File: config.mk
export PLATFORM = sky130hd
export DESIGN_NAME = simd_add4_gather
export DESIGN_NICKNAME = d
export VERILOG_FILES = /design/src/rtl/simd_add_pkg.sv /design/src/rtl/simd_grp_fifo.sv /design/src/rtl/simd_add4_gather.sv
export SDC_FILE = /design/constraint.sdc
export NUM_CORES = 1
export LEC_CHECK = 0
export CAP_MARGIN = 20
export CORE_ASPECT_RATIO = 1.5
export CORE_UTILIZATION = 45
export DETAILED_ROUTE_END_ITERATION = 12
export PLACE_DENSITY = 0.63
export SYNTH_ARGS = -nofsm -noshare
export SYNTH_HDL_FRONTEND = slang
export SYNTH_SLANG_ARGS = --single-unit
File: constraint.sdc
create_clock -name ap_clk -period 28 [get_ports ap_clk]
set_clock_uncertainty 0.2 [all_clocks]
set_input_delay 2.8 -clock ap_clk [delete_from_list [all_inputs] [get_ports ap_clk]]
set_output_delay 2.8 -clock ap_clk [all_outputs]
set_load 0.1 [all_outputs]
File: src/rtl/simd_add_pkg.sv
// Shared widths and the result-group record for the scalar-to-SIMD add gatherer.
package simd_add_pkg;
  localparam int LANE_W    = 12;
  localparam int LANES     = 4;
  localparam int GRP_DEPTH = 3;

  typedef struct packed {
    logic [LANES-1:0]             mask;
    logic [LANES-1:0][LANE_W-1:0] sum;
  } grp_t;
endpackage

File: src/rtl/simd_grp_fifo.sv
// Small show-ahead FIFO of completed SIMD groups; head is valid whenever not empty.
module simd_grp_fifo
  import simd_add_pkg::*;
(
  input  logic ap_clk,
  input  logic ap_rst,
  input  logic push,
  input  grp_t push_grp,
  input  logic pop,
  output grp_t head_grp,
  output logic full,
  output logic empty
);
  localparam int PW = $clog2(GRP_DEPTH);

  grp_t          mem [GRP_DEPTH];
  logic [PW-1:0] wr_ptr_reg, rd_ptr_reg;
  logic [PW:0]   cnt_reg;
  logic          do_push, do_pop;

  function automatic logic [PW-1:0] ptr_inc(input logic [PW-1:0] p);
    return (p == PW'(GRP_DEPTH - 1)) ? '0 : p + PW'(1);
  endfunction

  assign full     = (cnt_reg == (PW+1)'(GRP_DEPTH));
  assign empty    = (cnt_reg == '0);
  assign do_push  = push && !full;
  assign do_pop   = pop && !empty;
  assign head_grp = mem[rd_ptr_reg];

  always_ff @(posedge ap_clk or posedge ap_rst) begin
    if (ap_rst) begin
      wr_ptr_reg <= '0;
      rd_ptr_reg <= '0;
      cnt_reg    <= '0;
      for (int i = 0; i < GRP_DEPTH; i++) mem[i] <= '0;
    end else begin
      if (do_push) begin
        mem[wr_ptr_reg] <= push_grp;
        wr_ptr_reg      <= ptr_inc(wr_ptr_reg);
      end
      if (do_pop) rd_ptr_reg <= ptr_inc(rd_ptr_reg);
      if (do_push && !do_pop)      cnt_reg <= cnt_reg + 1'b1;
      else if (!do_push && do_pop) cnt_reg <= cnt_reg - 1'b1;
    end
  end
endmodule

File: src/rtl/simd_add4_gather.sv
// Gathers scalar 12-bit add requests into four-lane groups for an external SIMD adder
// and replays the lane sums one per handshake in arrival order.
module simd_add4_gather
  import simd_add_pkg::*;
#(
  parameter int TIMEOUT = 16
) (
  input  logic              ap_clk,
  input  logic              ap_rst,
  input  logic              in_valid,
  output logic              in_ready,
  input  logic [LANE_W-1:0] in_a,
  input  logic [LANE_W-1:0] in_b,
  input  logic              flush,
  output logic [LANE_W-1:0] a0_val, a1_val, a2_val, a3_val,
  output logic [LANE_W-1:0] b0_val, b1_val, b2_val, b3_val,
  output logic              simd_ce,
  input  logic [LANE_W-1:0] ap_return_0, ap_return_1, ap_return_2, ap_return_3,
  output logic              out_valid,
  input  logic              out_ready,
  output logic [LANE_W-1:0] out_sum,
  output logic              busy
);
  localparam logic [7:0] TIMER_MAX = 8'(TIMEOUT - 1);

  logic [2:0]        count_reg;
  logic [7:0]        timer_reg;
  logic [1:0]        credit_reg;
  logic [LANE_W-1:0] lane_a_reg [LANES];
  logic [LANE_W-1:0] lane_b_reg [LANES];
  logic [LANE_W-1:0] a_val_reg [LANES];
  logic [LANE_W-1:0] b_val_reg [LANES];
  logic [LANES-1:0]  fl1_mask_reg, fl2_mask_reg, done_reg;
  logic              fl1_vld_reg, fl2_vld_reg;

  logic             issue, accept, handshake, pop, fifo_full, fifo_empty;
  logic [LANES-1:0] gather_mask, remaining, cur_onehot;
  logic [1:0]       wr_idx, cur_idx;
  grp_t             push_grp, head_grp;

  // Credit covers adder pipeline plus FIFO, so the FIFO can never overflow.
  assign issue = (credit_reg < 2'd3) && !fifo_full &&
                 ((count_reg == 3'd4) ||
                  ((count_reg != 3'd0) && (flush || (timer_reg == TIMER_MAX))));
  assign in_ready = !ap_rst && ((count_reg < 3'd4) || issue);
  assign accept   = in_valid && in_ready;
  assign wr_idx   = issue ? 2'd0 : count_reg[1:0];
  assign simd_ce  = !ap_rst;
  assign busy     = (count_reg != 3'd0) || (credit_reg != 2'd0);

  generate
    for (genvar gi = 0; gi < LANES; gi++) begin : g_mask
      assign gather_mask[gi]  = (count_reg > 3'(gi));
      assign push_grp.sum[gi] = (gi == 0) ? ap_return_0 : (gi == 1) ? ap_return_1 :
                                (gi == 2) ? ap_return_2 : ap_return_3;
    end
  endgenerate

  assign push_grp.mask = fl2_mask_reg;
  assign a0_val = a_val_reg[0];  assign a1_val = a_val_reg[1];
  assign a2_val = a_val_reg[2];  assign a3_val = a_val_reg[3];
  assign b0_val = b_val_reg[0];  assign b1_val = b_val_reg[1];
  assign b2_val = b_val_reg[2];  assign b3_val = b_val_reg[3];

  always_ff @(posedge ap_clk or posedge ap_rst) begin
    if (ap_rst) begin
      for (int i = 0; i < LANES; i++) begin
        lane_a_reg[i] <= '0;
        lane_b_reg[i] <= '0;
        a_val_reg[i]  <= '0;
        b_val_reg[i]  <= '0;
      end
    end else begin
      for (int i = 0; i < LANES; i++) begin
        if (accept && (wr_idx == 2'(i))) begin
          lane_a_reg[i] <= in_a;
          lane_b_reg[i] <= in_b;
        end
        if (issue) begin
          a_val_reg[i] <= gather_mask[i] ? lane_a_reg[i] : '0;
          b_val_reg[i] <= gather_mask[i] ? lane_b_reg[i] : '0;
        end
      end
    end
  end

  simd_grp_fifo u_fifo (
    .ap_clk   (ap_clk),
    .ap_rst   (ap_rst),
    .push     (fl2_vld_reg),
    .push_grp (push_grp),
    .pop      (pop),
    .head_grp (head_grp),
    .full     (fifo_full),
    .empty    (fifo_empty)
  );

  // Lowest not-yet-emitted lane of the head group is the current output.
  assign remaining  = head_grp.mask & ~done_reg;
  assign cur_onehot = remaining & (~remaining + LANES'(1));

  always_comb begin
    cur_idx = '0;
    for (int i = LANES - 1; i >= 0; i--) begin
      if (remaining[i]) cur_idx = 2'(i);
    end
  end

  assign out_valid = !fifo_empty;
  assign out_sum   = out_valid ? head_grp.sum[cur_idx] : '0;
  assign handshake = out_valid && out_ready;
  assign pop       = handshake && ((remaining & ~cur_onehot) == '0);

  always_ff @(posedge ap_clk or posedge ap_rst) begin
    if (ap_rst) begin
      count_reg    <= '0;
      timer_reg    <= '0;
      credit_reg   <= '0;
      fl1_vld_reg  <= 1'b0;
      fl2_vld_reg  <= 1'b0;
      fl1_mask_reg <= '0;
      fl2_mask_reg <= '0;
      done_reg     <= '0;
    end else begin
      if (issue)       count_reg <= accept ? 3'd1 : 3'd0;
      else if (accept) count_reg <= count_reg + 3'd1;

      if (accept || issue)
        timer_reg <= '0;
      else if ((count_reg != 3'd0) && (count_reg < 3'd4) && (timer_reg < TIMER_MAX))
        timer_reg <= timer_reg + 8'd1;

      if (issue && !pop)      credit_reg <= credit_reg + 2'd1;
      else if (!issue && pop) credit_reg <= credit_reg - 2'd1;

      fl1_vld_reg  <= issue;
      fl1_mask_reg <= issue ? gather_mask : '0;
      fl2_vld_reg  <= fl1_vld_reg;
      fl2_mask_reg <= fl1_mask_reg;

      if (pop)            done_reg <= '0;
      else if (handshake) done_reg <= done_reg | cur_onehot;
    end
  end
endmodule

# After elaboration in Yosys (flattened, before gate mapping)
# Index checks and enable logic that the tools add are counted.
dict set report word_totals {
  wordCells 157
  romBits 0
  output_inout_bits 112
  latchBits 0
  ff_bits 382
  n_memories 0
  ram_bits 0
}
dict set report op_classes {
  n_shift 0
  mul 0
  n_bitwise 9
  n_mux 36
  reduce_logical 42
  div 0
  n_addsub 9
  eq_ne 8
  magnitude_cmp 11
}
# operator count
set op_table {}
lappend op_table {{156-bit bitwise mux} 1}
lappend op_table {{52-bit two-way mux} 3}
lappend op_table {{12-bit two-way mux} 10}
lappend op_table {{52-bit binary-select mux with 2-bit select} 1}
lappend op_table {{52-bit demux with 2-bit select} 1}
lappend op_table {{12-bit binary-select mux with 2-bit select} 1}
lappend op_table {{1-bit logical AND} 20}
lappend op_table {{2-bit two-way mux} 9}
lappend op_table {{8-bit two-way mux} 2}
lappend op_table {{4-bit bitwise AND} 3}
lappend op_table {{3-bit two-way mux} 4}
lappend op_table {{4-bit two-way mux} 3}
lappend op_table {{4-bit NOT} 3}
lappend op_table {{2-bit nonzero test} 6}
lappend op_table {{8-bit by 1-bit adder with 8-bit output, second input constant} 1}
lappend op_table {{2-bit equality test, second input constant} 4}
lappend op_table {{8-bit by 4-bit equality test with 1-bit output, second input constant} 1}
lappend op_table {{8-bit by 4-bit < comparator with 1-bit output, second input constant} 1}
lappend op_table {{1-bit logical NOT} 7}
lappend op_table {{2-bit by 1-bit adder with 2-bit output, second input constant} 3}
lappend op_table {{3-bit by 1-bit adder with 3-bit output, second input constant} 2}
lappend op_table {{3-bit >= comparator, second input constant} 2}
lappend op_table {{3-bit by 1-bit > comparator with 1-bit output, second input constant} 2}
lappend op_table {{3-bit by 2-bit > comparator with 1-bit output, second input constant} 2}
lappend op_table {{other kinds (18)} 23}

# Longest topological paths before layout
dict set report logic_depth {
  word_depth 16
  depth_mapped 13
}

# Cells and area by module
# Synthesis repeated with hierarchy kept, for this count alone.
dict set report unflattened {
  cells_unflattened 1298
  area_unflattened_um2 16475.8
}
# mod area_per_inst_um2 n_inst cells_each
set by_module_without_submodules {}
lappend by_module_without_submodules {simd_add4_gather 9258.9 1 763}
lappend by_module_without_submodules {simd_grp_fifo 7216.9 1 535}

# Worst setup path after synthesis
# OpenSTA, ideal clock, no wires.
dict set report synth_path {
  path_type {input to register}
  from {in ap_rst}
  to {reg lane_a_reg[24] (netlist name)}
  setup_slack_ns 13.720
  cell_stages 6
  setup_ns 0.125
  path_buffers 1
  arrival_time_ns 13.955
  required_ns 27.675
  cell_sequence {inv_1 -> nand2_1 -> nor2_1 -> nand4_2 -> buf_4 -> mux2_2}
}
dict set report synth_between {
  elab_chain_len 4
}
# element line_no
set synth_rtl {}
lappend synth_rtl {{from (decl)} simd_add4_gather.sv:9} ;# input logic ap_rst,
lappend synth_rtl {{1-bit logical NOT (no source line)} --}
lappend synth_rtl {{1-bit logical AND} simd_add4_gather.sv:45} ;# assign in_ready = !ap_rst && ((count_reg < 3'd4) || issue);
lappend synth_rtl {{1-bit logical AND} simd_add4_gather.sv:46} ;# assign accept = in_valid && in_ready;
lappend synth_rtl {{1-bit logical AND} simd_add4_gather.sv:75} ;# if (accept && (wr_idx == 2'(i))) begin
lappend synth_rtl {{to (signal, indexed assignment)} simd_add4_gather.sv:76} ;# lane_a_reg[i] <= in_a;
lappend synth_rtl {{to (decl)} simd_add4_gather.sv:29} ;# logic [LANE_W-1:0] lane_a_reg [LANES];
# No other way between the ends.
# A chain may end at the register's enable or synchronous reset.

# Final worst setup path
dict set report layout_path {
  from {in flush}
  to {out in_ready}
}
dict set report layout_between {
  elab_chain_len 6
}
# element line_no
set layout_rtl {}
lappend layout_rtl {{from (decl)} simd_add4_gather.sv:14} ;# input logic flush,
lappend layout_rtl {{1-bit logical OR} simd_add4_gather.sv:44} ;# ((count_reg != 3'd0) && (flush || (timer_reg == TIMER_MAX))));
lappend layout_rtl {{1-bit logical AND} simd_add4_gather.sv:44}
lappend layout_rtl {{1-bit logical OR} simd_add4_gather.sv:43} ;# ((count_reg == 3'd4) ||
lappend layout_rtl {{1-bit logical AND} simd_add4_gather.sv:42} ;# assign issue = (credit_reg < 2'd3) && !fifo_full &&
lappend layout_rtl {{1-bit logical OR} simd_add4_gather.sv:45}
lappend layout_rtl {{1-bit logical AND} simd_add4_gather.sv:45}
lappend layout_rtl {{to (decl)} simd_add4_gather.sv:11} ;# output logic in_ready,
# No other way between the ends.

==> results.md <==
## Run status
- **outcome** complete, no violations

## Worst setup path
- **worst r2r path cells** 8
- **master of the slowest instance on the critical path** clkdlybuf4s50_1
- **Crit path top cell by count** clkdlybuf4s50_1
- **gate family responsible for the most delay along the worst path** buffers and inverters
- **Buffers & Inverters on Critical Path** 2
- **Arrival @ worst endpoint** 5.39 ns
- **category of the critical setup timing path** in -> out
- **endpoint required time on the critical path** 25.00 ns
- **element type at the critical path start** input pin
- **flop-to-flop setup slack** 23.86 ns
- **Setup crit start** flush
- **critical path endpoint category** output port
- **worst reg2reg startpoint** count_reg[1]
- **Worst Path Max Fanout** 39
- **r2r endpoint** lane_b_reg[32]
- **worst path cell trace** clkdlybuf4s50_1, a221oi_2, a2111o_4, a21oi_1, clkdlybuf4s50_1
- **Slowest Stage Delay on Critical Path** 1.15 ns

## Layout
- **commonest cells after routing, fill and taps aside** 381 x dfrtp_1, 195 x mux2_2, 188 x clkdlybuf4s50_1
- **share of final-layout standard cells stronger than drive strength 1** 22.6%
- **most common library cell in the layout ignoring fill and taps** dfrtp_1
- **sequential cell area** 0.00956 mm2
- **combined area of the multi-input logic cells** 0.00595 mm2
- **final design instance area without fill** 0.0194 mm2
- **flip-flop count of the largest register after layout** 156
- **final net count** 1,422
- **Layout fillers** 2,985
- **Synth-to-Final Area Change** 22.2%
- **number of antenna repair diodes** 0

## Synthesis
- **Async SR Flop Fraction** 100%
- **post-synthesis share of cell area spent on full adders, half adders and majority gates** 0.755%
- **top cells by area, synth** dfrtp_1 60%, mux2_2 14%, mux2i_1 4.8%
- **synthesis-stage register bit count** 382
- **area share of xor/xnor cells in the synthesized design** 0.440%
- **instance count of the mapped netlist** 1,160
- **Net Count, Synth** 1,246
- **mux share of post-synthesis cell area** 23.4%
- **simple-gate share of the synthesized area** 5.47%
- **main combinational cell family by area after synthesis** multiplexers
- **Syn Std Cell Area** 0.0159 mm2
- **compound-gate portion of the synthesized area** 7.26%
- **number of enable flip-flop cells after synthesis** 0
- **warnings from Yosys** 0
- **distinct cell type count after synthesis** 50
- **fraction of synthesized cell area taken by the top area cell type** 60.1%
- **most used flip-flop cell after synthesis** dfrtp_1
- **fraction of the yosys area taken by sequential cells** 60.1%
- **cell type with the highest aggregate area in the netlist** dfrtp_1
- **synthesized area per cell** 13.7 um2

## Min path
- **startpoint of the most critical hold path** fl1_mask_reg[2]
- **worst min-delay path endpoint** fl2_mask_reg[2]
- **worst min path class** reg -> reg
- **Hold Crit Depth** 0

## Global routing
- **antenna violations before repair** 1
- **global-route total usage across every layer** 21.6%
- **largest net degree at the start of global routing** 170
- **vias in the first global route** 10,600
- **remaining global-route overflow** 0
- **wire length of the first global-routing pass** 60,200 um

## Floorplanning
- **full die area** 0.0361 mm2
- **width of the die** 156 um
- **core area** 0.0349 mm2
- **die extent in y** 232 um
- **Initial Utilization** 45.6%
- **Boundary Pins** 189
- **row count** 84

## Clocking
- **clock tree from TritonCTS** yes
- **Resize count post-CTS** 0
- **number of sinks driven by the clock tree** 382
- **CTS Hold Buffers Added** 0
- **clock insertion delay at the later pin of the skew report** 0.54 ns
- **CTS Buf Count** 39
- **H-tree depth** 2
- **clock transition at the register clock pins on the worst setup and hold paths after CTS** 0.06 ns
- **clk root buf** clkbuf_16
- **number of buffers inserted by post-CTS setup repair** 0
- **clock buffer depth** 3

## STA
- **final count of hold timing violations** 0
- **top achievable clock speed** 119 MHz
- **period utilisation layout** 30.0%
- **slew at the pin with the worst max-slew slack** 1.08 ns
- **Slew headroom** 28.0%
- **total of endpoints with negative setup slack in the final report** 0
- **total negative setup slack** 0 ns
- **Final Hold Slack** 0.148 ns
- **min cycle time layout** 8.39 ns
- **unrepaired setup endpoints after global routing** no
- **final-report max-slew violation count** 0

## Placement
- **post-place instance area** 0.0182 mm2
- **final weighted congestion in routability-driven placement** 0.759
- **number of port buffers** 188
- **HPWL after detailed placement** 23,500 um

## Detailed routing
- **drt wl/cell** 20.5 um
- **residual antenna-violating net count after detailed routing** 0
- **drc violations** 0
- **post-detailed-route via-to-cell ratio** 5.31
- **overall via count from detail_route** 9,749
- **Pre-antenna DRT Iters** 4
- **Routed WL** 37,600 um
- **DRC marker count from the first detailed-route iteration** 537

## Job
- **number of maximum-capacitance constraint violations** 0

==> cell usage after synthesis, types with 3 or more instances <==
master / count
a21oi_1: 5
a22o_1: 72
and2_1: 3
and3_1: 5
buf_1: 5
buf_2: 26
buf_4: 5
buf_6: 9
clkbuf_1: 24
dfrtp_1: 382
ha_1: 8
inv_1: 10
mux2_1: 40
mux2_2: 195
mux2_4: 20
mux2i_1: 77
nand2_1: 134
nand2b_1: 5
nor2_1: 20
nor2b_1: 4
nor3_1: 4
o21ai_0: 55
o22ai_1: 12
xnor2_1: 3
xor2_1: 5
==> cell type report <==
class	count	share of cell area [%]
Inverter	11	0.257
Timing Repair Buffer	204	10.5
Clock inverter	13	0.688
Sequential cell	382	49.2
Tap cell	473	3.04
Multi-Input combinational cell	698	30.6
Clock buffer	55	5.80
==> layer usage <==
layer	part of all wire (%)	vias up	wire length, um	GRT usage (%)
li1	-	4456	-	-
met1	41	5038	15500	25.9
met2	50	194	19000	37.7
met3	5.0	59	1880	4.61
met4	3.3	2	1230	8.27
met5	0.032	-	12	0
==> logic make-up after synthesis <==
| kind of cell | after synthesis |
|---|---|
| flip-flops | 382 |
| multiplexers | 332 |
| AND/OR/NAND/NOR | 190 |
| AO/OA/AOI/OAI | 159 |
| buffers and inverters | 80 |
| adder cells (fa/ha/maj) | 9 |
| XOR/XNOR | 8 |
==> worst reg2reg max path, cell delays in order (launching register included) <==
cell      delay (ns)
dfrtp_1         0.53
inv_1           0.20
ha_1            0.19
nor2b_1         0.23
a2111o_4        0.44
buf_4           0.81
nand4_2         0.67
buf_4           0.44
mux2_2          0.31
==> worst max-delay path by stage <==
stage / endpoint / slack, ns / cells past startpoint
after global placement: in_ready / 19.61 / 5
final: in_ready / 19.61 / 5
after global routing: in_ready / 19.54 / 5
after floorplan: a0_val[0] / 13.59 / 1
after detailed placement: in_ready / 19.60 / 5
after CTS: in_ready / 19.58 / 5
==> stage by stage <==
| step | util, % | setup slack [ns] | cells |
|---|---|---|---|
| global placement | 52.0 | 19.61 | 1767 |
| detailed placement | 52.1 | 19.60 | 1768 |
| floorplan | - | 13.59 | 1160 |
| global route | 55.7 | 19.54 | 1836 |
| CTS | 55.7 | 19.58 | 1836 |
| finish | 55.7 | 19.61 | 1836 |
Power is left out: the tool's default activity adds up to more than one toggle a clock period on the data nets, which glitch-free logic cannot reach.
==> RTL edit 1: new RTL, config.mk and constraints unchanged <==
Change the parameter `TIMEOUT` from 16 to 12.
--- a/src/rtl/simd_add4_gather.sv
+++ b/src/rtl/simd_add4_gather.sv
@@ -3,7 +3,7 @@
 module simd_add4_gather
   import simd_add_pkg::*;
 #(
-  parameter int TIMEOUT = 16
+  parameter int TIMEOUT = 12
 ) (
   input  logic              ap_clk,
   input  logic              ap_rst,
Formal check against the unedited RTL: no difference found for any inputs over 4 cycles, from zero or initial values and one cycle with ap_rst high; that may be too few to reach the edited logic, so the function may still have changed.
==> RTL edit 1 against the original RTL <==
  * Sequential cell count did not move
  * Wire length rose by 1.1%
  * Global-route usage fell by 0.12 points
  * Area after synthesis is 0.59% higher
  * Cell count is 2.7% higher
  * Setup slack worse by 31 ps
  * Maximum frequency shrank 0.37%
  * Cell area up 0.88%
  * Highest routed layer is now met4
Power is left out: the tool's default activity adds up to more than one toggle a clock period on the data nets, which glitch-free logic cannot reach.
==> RTL edit 1: results (changes against the original RTL) <==
status=complete, no violations; worst hold path class=flip-flop to flip-flop; hold path endpoint=fl2_mask_reg[3]; RR Startpoint=count_reg[1]; GRT Util Overall=21.5% (-0.12 points); Setup Fix Bufs, Post-CTS=0 (unchanged); clk slew on worst S/H paths=60 ps (about the same); Buffers on Ports=188 (unchanged); clock root cell=clkbuf_16; reg2reg end=lane_b_reg[37]; Hold Path Depth=0 (unchanged); Synthesized Nets=1,299 (+4.3%); vias in the first global route=10,552 (-0.49%); Worst EP arrival=5430 ps (+40 ps); Clk Latency, worst-skew pair=520 ps (-20 ps); DP HPWL=23,800 um (+1.1%); max incr delay on CP=1160 ps; Reg2Reg Setup Slack=23,580 ps (-280 ps); Post-synth top cells=dfrtp_1 (382), mux2_2 (233), nand2_1 (182), mux2i_1 (75), o21ai_0 (53); max reg flops=156 (unchanged); # resized after CTS=0 (unchanged); cells on worst reg2reg path=9 (+1); delay-heaviest family, CP=buffers and inverters; Ant. Diodes=0 (unchanged); final hold vios=0 (unchanged); min-delay src=fl1_mask_reg[3]; drt initial violations=459 (-15%); initial antenna violation count=0 (-1); WL final=38,000 um (+1.1%); Layout fillers=2,946 (-1.3%); sequential share of the synthesized area=59.7% (-0.35 points); Worst Path Max Fanout=34 (-13%); share of layout cells above drive strength 1=24.6% (+2.0 points); slowest CP cell=clkdlybuf4s50_1; routability cong.=0.768 (+1.3%); TritonCTS buffer count=39 (unchanged); Max clock buf depth=3 (unchanged); relative slew slack=28.2% (+0.19 points); largest net degree at the start of global routing=90 (-47%); H-tree levels=2 (unchanged); # nets final=1,472 (+3.5%); ys async rst share=100% (unchanged); Synth Warn #=0 (unchanged); first-pass GRT wire length=59,700 um (-0.85%); DR vias/cell=5.33 (+0.29%); top cells by area, synth=dfrtp_1 (60%), mux2_2 (16%), mux2i_1 (4.7%); Netlist cell types=55 (+10%)
==> RTL edit 1: changes by cell type after synthesis, moves of 5 or more <==
cell,before,now
nand2_1,134,182
mux2_1,40,2
mux2_2,195,233
nand3_1,2,27
a22o_1,72,48
nor2_1,20,26
clkbuf_1,24,29
==> RTL edit 1: worst reg2reg max path, stage by stage, from the launching register on <==
cell	delay (ps)
dfrtp_1	520
inv_1	260
ha_1	210
nor2b_1	190
a2111o_2	580
buf_4	820
inv_6	410
o21ai_4	230
buf_4	470
mux2_2	410
==> RTL edit 1: final cells by class <==
type	instances	share of cell area, %
multi-input cells	750	30.9
clock inverters	6	0.536
clock buffers	61	6.17
repair buffers	203	10.4
well taps	473	3.02
inverters	10	0.255
flip-flops and latches	382	48.7
==> RTL edit 1: how the worst max path moves through the flow <==
| stage | start | to | slack (ps) | depth (start not counted) |
|---|---|---|---|---|
| detailed placement | flush | in_ready | 19560 | 5 |
| global placement | flush | in_ready | 19550 | 5 |
| CTS | flush | in_ready | 19540 | 5 |
| floorplan | ap_rst | a0_val[0] | 13590 | 1 |
| finish | flush | in_ready | 19570 | 5 |
| global route | flush | in_ready | 19470 | 5 |
==> RTL edit 1: cell families (layout without fill, tap and decap cells) <==
family          after synthesis  after routing  synth area share, %
flops                       382            382                 59.7
mux                         330            330                 23.1
simple gates                266            266                 7.40
compound gates              137            137                 6.00
buf+inv                      81            280                 2.59
fa+ha+maj                     9              9                0.750
xor+xnor                      8              8                0.438
==> RTL edit 1: metal layers <==
metal | global-route usage, % | vias to the layer above | part of all wire [%]
li1 | - | 4570 | -
met1 | 25.5 | 5181 | 40
met2 | 37.1 | 237 | 51
met3 | 5.72 | 50 | 6.2
met4 | 7.66 | 0 | 2.9
met5 | 0 | - | 0
==> RTL edit 1: through the flow <==
stage	setup WS [ps]	hold slack, ps	cells	utilization (%)	instance area, um^2
after global routing	19470	158	1885	56.1	19600
final	19570	146	1885	56.1	19600
after detailed placement	19560	136	1816	52.1	18200
after floorplan	13590	131	1213	-	16000
after global placement	19550	132	1816	52.1	18200
after CTS	19540	150	1883	55.9	19600
==> RTL edit 2: new RTL, same flow settings <==
Made on the original files. Compare `timer_reg` against `TIMER_MAX` with >= in place of ==.
--- a/src/rtl/simd_add4_gather.sv
+++ b/src/rtl/simd_add4_gather.sv
@@ -41,7 +41,7 @@
   // Credit covers adder pipeline plus FIFO, so the FIFO can never overflow.
   assign issue = (credit_reg < 2'd3) && !fifo_full &&
                  ((count_reg == 3'd4) ||
-                  ((count_reg != 3'd0) && (flush || (timer_reg == TIMER_MAX))));
+                  ((count_reg != 3'd0) && (flush || (timer_reg >= TIMER_MAX))));
   assign in_ready = !ap_rst && ((count_reg < 3'd4) || issue);
   assign accept   = in_valid && in_ready;
   assign wr_idx   = issue ? 2'd0 : count_reg[1:0];
Check against the original RTL: no difference found for any inputs over 4 cycles, from zero or initial values and one cycle with ap_rst high; that may be too few to reach the edited logic, so the function may still have changed.
==> RTL edit 2 against the original RTL <==
  * Via count is 1.8% higher
  * Cell area increased by 0.37%
  * Sequential share of layout area fell by 0.18 points
  * Wire length increased by 0.75%
  * Die area decreased by 0.17%
  * Area after synthesis decreased by 0.17%
  * Register-to-register slack gained 40 ps
  * Sequential cell count stayed put
  * Setup slack better by 160 ps
  * Count of clock-buffer cells in the layout up 3
  * Maximum frequency up 1.9%
  * Critical path type unchanged
  * Critical endpoint unchanged
Power is not shown: default switching activity piles up to over one toggle a cycle in this logic, so the estimate is an artifact.
==> RTL edit 2: results (changes against the original RTL) <==
sequential share of the synthesized area=60.2% (+0.10 points); Layout fillers=2,948 (-1.2%); met3 GRT Util=5.75% (+1.1 points); share of layout cells above drive strength 1=18.9% (-3.6 points); top cells by area, synth=dfrtp_1 (60%), mux2_2 (12%), mux2_1 (5.7%); TritonCTS buffer count=38 (-2.6%); GRT Util Overall=21.6% (about the same); drt initial violations=494 (-8.0%); Avg Inst Size Synth=13.1 um^2 (-4.4%); post-place instance area=0.0182 mm^2 (-0.13%); vias in the first global route=10,581 (-0.22%); Worst Path Max Fanout=54 (+38%); met2 routed WL=19,300 um (+2.0%); fin cells=1,876 (+2.2%); Post-synth top cells=dfrtp_1 (382), nand2_1 (183), mux2_2 (176), mux2_1 (80), mux2i_1 (76); largest net degree at the start of global routing=97 (-43%); status=complete, no violations; Tightest Pin Transition=1060 ps (-16.4 ps); routability cong.=0.750 (-1.1%); placed cell count=1,809 (+2.3%); Clk Latency, worst-skew pair=520 ps (-20 ps); met2 GRT Util=38.1% (+0.39 points); DP HPWL=23,700 um (+0.73%); # nets final=1,469 (+3.3%); Worst EP arrival=5240 ps (-150 ps); initial antenna violation count=0 (-1); Netlist cell types=45 (-10%); first-pass GRT wire length=60,100 um (-0.25%); Met1 Wirelength=15,100 um (-2.2%); WL final=37,800 um (+0.75%); met3 WL post-DR=2280 um (+22%); top layer in use=met4; max incr delay on CP=990 ps (-160 ps); Synthesized Nets=1,297 (+4.1%); slowest CP cell=clkdlybuf4s50_1
-- RTL edit 2: changes by cell type in the layout (fill, tap and decap cells not counted), moves of 19 or more --
| cell | unedited run | this run |
|---|---|---|
| mux2_4 | 20 | 0 |
| nand3_1 | 2 | 27 |
| mux2_1 | 40 | 80 |
| mux2_2 | 195 | 176 |
| a22o_1 | 72 | 48 |
| nand2_1 | 133 | 182 |
-- RTL edit 2: area by class of cell --
| cell class | instances | share of cell area [%] |
|---|---|---|
| repair buffers | 203 | 10.3 |
| inverters | 9 | 0.224 |
| clock inverters | 8 | 0.718 |
| flip-flops and latches | 382 | 49.0 |
| well taps | 467 | 2.99 |
| clock buffers | 58 | 6.10 |
| multi-input cells | 749 | 30.7 |
-- RTL edit 2: cells by family (layout without fill, tap and decap cells) --
group | after synthesis | after routing | synth area share [%]
flops | 382 | 382 | 60.2
mux | 332 | 332 | 22.9
simple gates | 263 | 263 | 7.35
compound gates | 136 | 136 | 5.94
buf+inv | 80 | 278 | 2.34
fa+ha+maj | 9 | 9 | 0.756
xor+xnor | 9 | 9 | 0.496
-- RTL edit 2: path summary, 6_finish.rpt --
| kind | start | endpoint | slack (ps) | cells past startpoint |
|---|---|---|---|---|
| setup / recovery | flush | in_ready | 19760 | 6 |
| hold / removal | fl1_mask_reg[0] | fl2_mask_reg[0] | 150 | 0 |
| setup reg to reg | u_fifo.rd_ptr_reg[1] | u_fifo.cnt_reg[2] | 23900 | 12 |
| hold reg to reg | fl1_mask_reg[0] | fl2_mask_reg[0] | 150 | 0 |
| max in group asynchronous | ap_rst | u_fifo.mem[70] | 22710 | 4 |
| min in group asynchronous | ap_rst | credit_reg[1] | 2640 | 2 |
